==> config.mk <==
export PLATFORM = sky130hd
export DESIGN_NAME = ring_pattern_gen
export DESIGN_NICKNAME = d
export VERILOG_FILES = /design/src/rtl/ring_pattern_pkg.sv /design/src/rtl/ring_next_state.sv /design/src/rtl/ring_pattern_gen.sv
export SDC_FILE = /design/constraint.sdc
export NUM_CORES = 1
export LEC_CHECK = 0
export ABC_AREA = 1
export CORE_MARGIN = 8
export CORE_UTILIZATION = 44
export CTS_CLUSTER_DIAMETER = 120
export DETAILED_ROUTE_END_ITERATION = 7
export PLACE_DENSITY = 0.86
export SLEW_MARGIN = 15
export SYNTH_ARGS = -nofsm -noshare
export SYNTH_HDL_FRONTEND = slang
export SYNTH_SLANG_ARGS = --single-unit
==> constraint.sdc <==
create_clock -name clk -period 3.4 [get_ports clk]
set_input_delay 0.68 -clock clk [delete_from_list [all_inputs] [get_ports clk]]
set_output_delay 0.68 -clock clk [all_outputs]
set_load 0.02 [all_outputs]
==> src/rtl/ring_pattern_pkg.sv <==
// Shared definitions for the ring pattern generator: step modes and their encodings.
package ring_pattern_pkg;

  localparam int MODE_W = 2;

  typedef enum logic [MODE_W-1:0] {
    HOLD   = 2'b00,
    SHIFT  = 2'b01,
    ROTATE = 2'b10,
    LFSR   = 2'b11
  } mode_t;

endpackage

==> src/rtl/ring_next_state.sv <==
// Combinational next-state selection for the ring: shift, rotate, Fibonacci LFSR.
// Zero latency, no flow control; the caller decides whether the result is taken.
module ring_next_state
  import ring_pattern_pkg::*;
#(
  parameter int               WIDTH     = 8,
  parameter logic [WIDTH-1:0] LFSR_TAPS = 8'hB8
) (
  input  logic [WIDTH-1:0] state,
  input  mode_t            mode,
  input  logic             din,
  output logic [WIDTH-1:0] next_state
);

  always_comb begin
    next_state = state;
    case (mode)
      HOLD:   next_state = state;
      SHIFT:  next_state = {state[WIDTH-2:0], din};
      ROTATE: next_state = {state[WIDTH-2:0], state[WIDTH-1]};
      LFSR: begin
        // All-zero is a fixed point of the XOR feedback, so kick it to 1.
        if (state == '0) next_state = WIDTH'(1);
        else             next_state = {state[WIDTH-2:0], ^(state & LFSR_TAPS)};
      end
      default: next_state = state;
    endcase
  end

endmodule

==> src/rtl/ring_pattern_gen.sv <==
// Ring/LFSR pattern generator with parallel load; one-cycle step latency.
// load_ready drops for the cycle after an accepted load; requests then are ignored.
module ring_pattern_gen
  import ring_pattern_pkg::*;
#(
  parameter int               WIDTH      = 8,
  parameter logic [WIDTH-1:0] LFSR_TAPS  = 8'hB8,
  parameter bit               INVERT_OUT = 1'b1
) (
  input  logic                     clk,
  input  logic                     rst_n,
  input  logic                     en,
  input  logic [1:0]               mode,
  input  logic                     din,
  input  logic                     load_valid,
  input  logic [WIDTH-1:0]         load_data,
  output logic                     load_ready,
  input  logic [$clog2(WIDTH)-1:0] tap_sel,
  output logic [WIDTH-1:0]         q,
  output logic                     tap_out,
  output logic [$clog2(WIDTH)-1:0] count,
  output logic                     wrap
);

  localparam int             CW   = $clog2(WIDTH);
  localparam logic [CW-1:0] LAST = CW'(WIDTH - 1);

  logic [WIDTH-1:0] state;
  logic [WIDTH-1:0] next_state;
  mode_t            mode_e;
  logic             load_acc;
  logic             step;

  assign mode_e   = mode_t'(mode);
  assign load_acc = load_valid && load_ready;
  assign step     = en && (mode_e != HOLD);

  ring_next_state #(
    .WIDTH     (WIDTH),
    .LFSR_TAPS (LFSR_TAPS)
  ) u_next (
    .state      (state),
    .mode       (mode_e),
    .din        (din),
    .next_state (next_state)
  );

  always_ff @(posedge clk or negedge rst_n) begin
    if (!rst_n) begin
      state      <= '0;
      count      <= '0;
      wrap       <= 1'b0;
      load_ready <= 1'b1;
    end else begin
      load_ready <= !load_acc;
      wrap       <= 1'b0;
      // A load wins over a step and never produces a wrap pulse.
      if (load_acc) begin
        state <= load_data;
        count <= '0;
      end else if (step) begin
        state <= next_state;
        count <= (count == LAST) ? '0 : count + CW'(1);
        wrap  <= (count == LAST);
      end
    end
  end

  assign q       = INVERT_OUT ? ~state : state;
  assign tap_out = (int'(tap_sel) < WIDTH) ? state[tap_sel] : 1'b0;

endmodule

==> results.sh <==
export IMPL_syn_area_um2=758
export IMPL_yosys_warnings=0
export IMPL_crit_required_ns=2.72
export IMPL_cts_sinks=13
export IMPL_synth_nets=120
export IMPL_antennaDiodeCount=0
export IMPL_global_route_overflow_total=0
export IMPL_core_rowCount=15
export IMPL_grt_pass1_wl_mm=3.67
export IMPL_peakVddDrop_mv=0.276
export IMPL_slew_limit_headroom_pct=59.7
export IMPL_end_kind="output pin"
export IMPL_ys_seq_area_share_pct=43.1
export IMPL_finalWirelength_mm=2.14
export IMPL_initial_core_util_pct=45.4
export IMPL_setup_viol=0
export IMPL_syn_instance_count=99
export IMPL_cts_resized_gates=0
export IMPL_grt_usage_pct=14.0
export IMPL_cts_buffers=3
export IMPL_critPathLaunchType="input pin"
export IMPL_clk_pin_slew_ns=0.08
export IMPL_synth_avg_cell_area_um2=7.66
export IMPL_grt_max_degree=14
export IMPL_max_freq_mhz=332
export IMPL_dr_first_iter_drc_count=32
export IMPL_min_path_cells=2
export IMPL_antenna_found_initial=0
export IMPL_antenna_left=0
export IMPL_die_w_um=57.5
export IMPL_path_common_cell="clkdlybuf4s50_1"
export IMPL_status="finished, final reports clean"
export IMPL_io_buffers=31
export IMPL_drive_above_1_share_pct=8.96
export IMPL_via_count=796
export IMPL_core_um2=1670
export IMPL_rsz0062_at_grt="false"
export IMPL_period_share_pct=88.5
export IMPL_yosysTopAreaCellShare_pct=39.6
export IMPL_hold_viol=0
export IMPL_path_max_fanout=5
export IMPL_final_nets=156
export IMPL_fin_crit_ns=3.01
export IMPL_r2r_end="state[0]"
export IMPL_first_global_vias=828
export IMPL_fin_util_pct=66.8
export IMPL_power_density_nw_per_um2=435
export IMPL_leakage_nw=0.536
export IMPL_htree_num_levels=1
export IMPL_path_class="in2out"
export IMPL_synth_largest_area_cell="dfrtp_1"
export IMPL_worstMarginPinSlew_ns=0.602
export IMPL_io_pins=32
export IMPL_place_inst=147
export IMPL_dieArea_um2=3310
export IMPL_synth_area_top_cells="dfrtp_1, nand2_1, inv_1, ha_1, nand3_1"
export IMPL_gp_congestion=0.798
export IMPL_n_fill_cell=138
export IMPL_max_cap_violations=0
export IMPL_dp_hpwl_mm=1.74
export IMPL_cts_hold_buffers=0
export IMPL_synth_cell_types=18
export IMPL_crit_slowest_cell="clkdlybuf4s50_1"
export IMPL_cp_cell_sequence="clkdlybuf4s50_1 > inv_1 > a21oi_1 > o21ai_0 > nand3_1 > o21a_1 > clkdlybuf4s50_1"
export IMPL_clockBufferDepth=2
export IMPL_min_to="count[2]"
export IMPL_cts_tree="done"
export IMPL_layout_cells_non_filler=151
export IMPL_r2r_slack_ns=1.95
export IMPL_max_stage_delay_ns=0.60
export IMPL_min_from="count[2]"
export IMPL_finalSetupTns_ns=0
export IMPL_cts_setup_buffers=0
export IMPL_slew_violations=0
export IMPL_r2r_cells=11
export IMPL_ys_seq_elements=13
export IMPL_drc=0
export IMPL_dr_pass1_iters=4
export IMPL_wl_per_cell_um=14.2
export IMPL_worstPathArrival_ns=2.33
export IMPL_hp_class="reg2reg"
export IMPL_worstReg2RegStart="state[5]"
export IMPL_cts_root_buf="clkbuf_4"
export IMPL_area_growth_pct=47.2
export IMPL_fin_skew_ns=0.00323
export IMPL_clk_latency_ns=0.27
export IMPL_via_per_inst=5.27
export IMPL_die_h_um=57.5
per-layer routing:
| metal | up-vias | GRT usage, % | share of wire, % |
|---|---|---|---|
| li1 | 398 | - | - |
| met4 | 0 | 4.64 | 0 |
| met2 | 25 | 26.2 | 52 |
| met1 | 373 | 14.4 | 42 |
| met5 | - | 0 | 0 |
| met3 | 0 | 4.04 | 5.6 |
layout make-up:
class,instances,area (um2),area share (%)
inverters,17,63.8,5.72
well taps,17,21.3,1.91
flip-flops and latches,13,327,29.3
multi-input cells,69,368,33.0
repair buffers,31,310,27.8
clock buffers,4,26.3,2.35
critical path: cells and delay by family:
| family | cells | cell delay, ns |
|---|---|---|
| AND/OR/NAND/NOR | 1 | 0.08 |
| buffers and inverters | 3 | 1.23 |
| AO/OA/AOI/OAI | 3 | 0.34 |
registers in the layout, summed over array words and instances (netlist names):
signal	flops
count	3
wrap	1
load_ready	1
state	8
synthesized netlist by cell type:
cell,number
nand2_1,26
nand2_2,3
inv_1,14
o221ai_1,4
o31ai_2,1
a21oi_1,5
o21ai_0,6
o21ai_2,1
dfstp_2,1
nor2_1,8
o211ai_1,1
o21a_1,1
o31ai_1,1
a22oi_1,2
nand3_1,7
inv_2,3
ha_1,3
dfrtp_1,12
placed cells by master (no fill, tap or decap), drive strengths merged:
cell,count
clkdlybuf4s50,31
nand2,29
inv,17
dfrtp,12
nor2,8
nand3,7
o21ai,7
a21oi,5
o221ai,4
clkbuf,4
ha,3
a22oi,2
o31ai,2
o21a,1
o211ai,1
dfstp,1
worst max path at each step:
| stage | from | to | slack, ns |
|---|---|---|---|
| after floorplan | tap_sel[0] | tap_out | 1.52 |
| after global placement | tap_sel[0] | tap_out | 0.46 |
| after detailed placement | tap_sel[0] | tap_out | 0.40 |
| after CTS | tap_sel[0] | tap_out | 0.39 |
| after global routing | tap_sel[0] | tap_out | 0.24 |
| final | tap_sel[0] | tap_out | 0.39 |
where the power goes:
group	internal, mW	total [mW]	switching (mW)
clock network	0.0454	0.0930	0.0477
registers	0.176	0.192	0.0166
logic	0.0901	0.200	0.110
total	0.311	0.485	0.174
through the flow:
step	setup slack, ns	hold WS (ns)	instance area (um2)	power (mW)
2_1_floorplan	1.52	0.384	758	0.301
5_1_grt	0.243	0.554	1120	0.523
6_report	0.392	0.515	1120	0.485
3_5_place_dp	0.405	0.499	1090	0.395
3_3_place_gp	0.458	0.495	1090	0.387
4_1_cts	0.392	0.520	1120	0.490
cells by family (layout without fill, tap and decap cells):
family | count (synthesis) | count (layout) | share of synthesized area [%]
and+or+nand+nor | 44 | 44 | 23.9
AOI/OAI and AO/OA | 22 | 22 | 19.6
buffers and inverters | 17 | 52 | 8.42
DFF | 13 | 13 | 43.1
adders and majority gates | 3 | 3 | 4.95
Note: power is estimated with default switching activity, not from simulation.
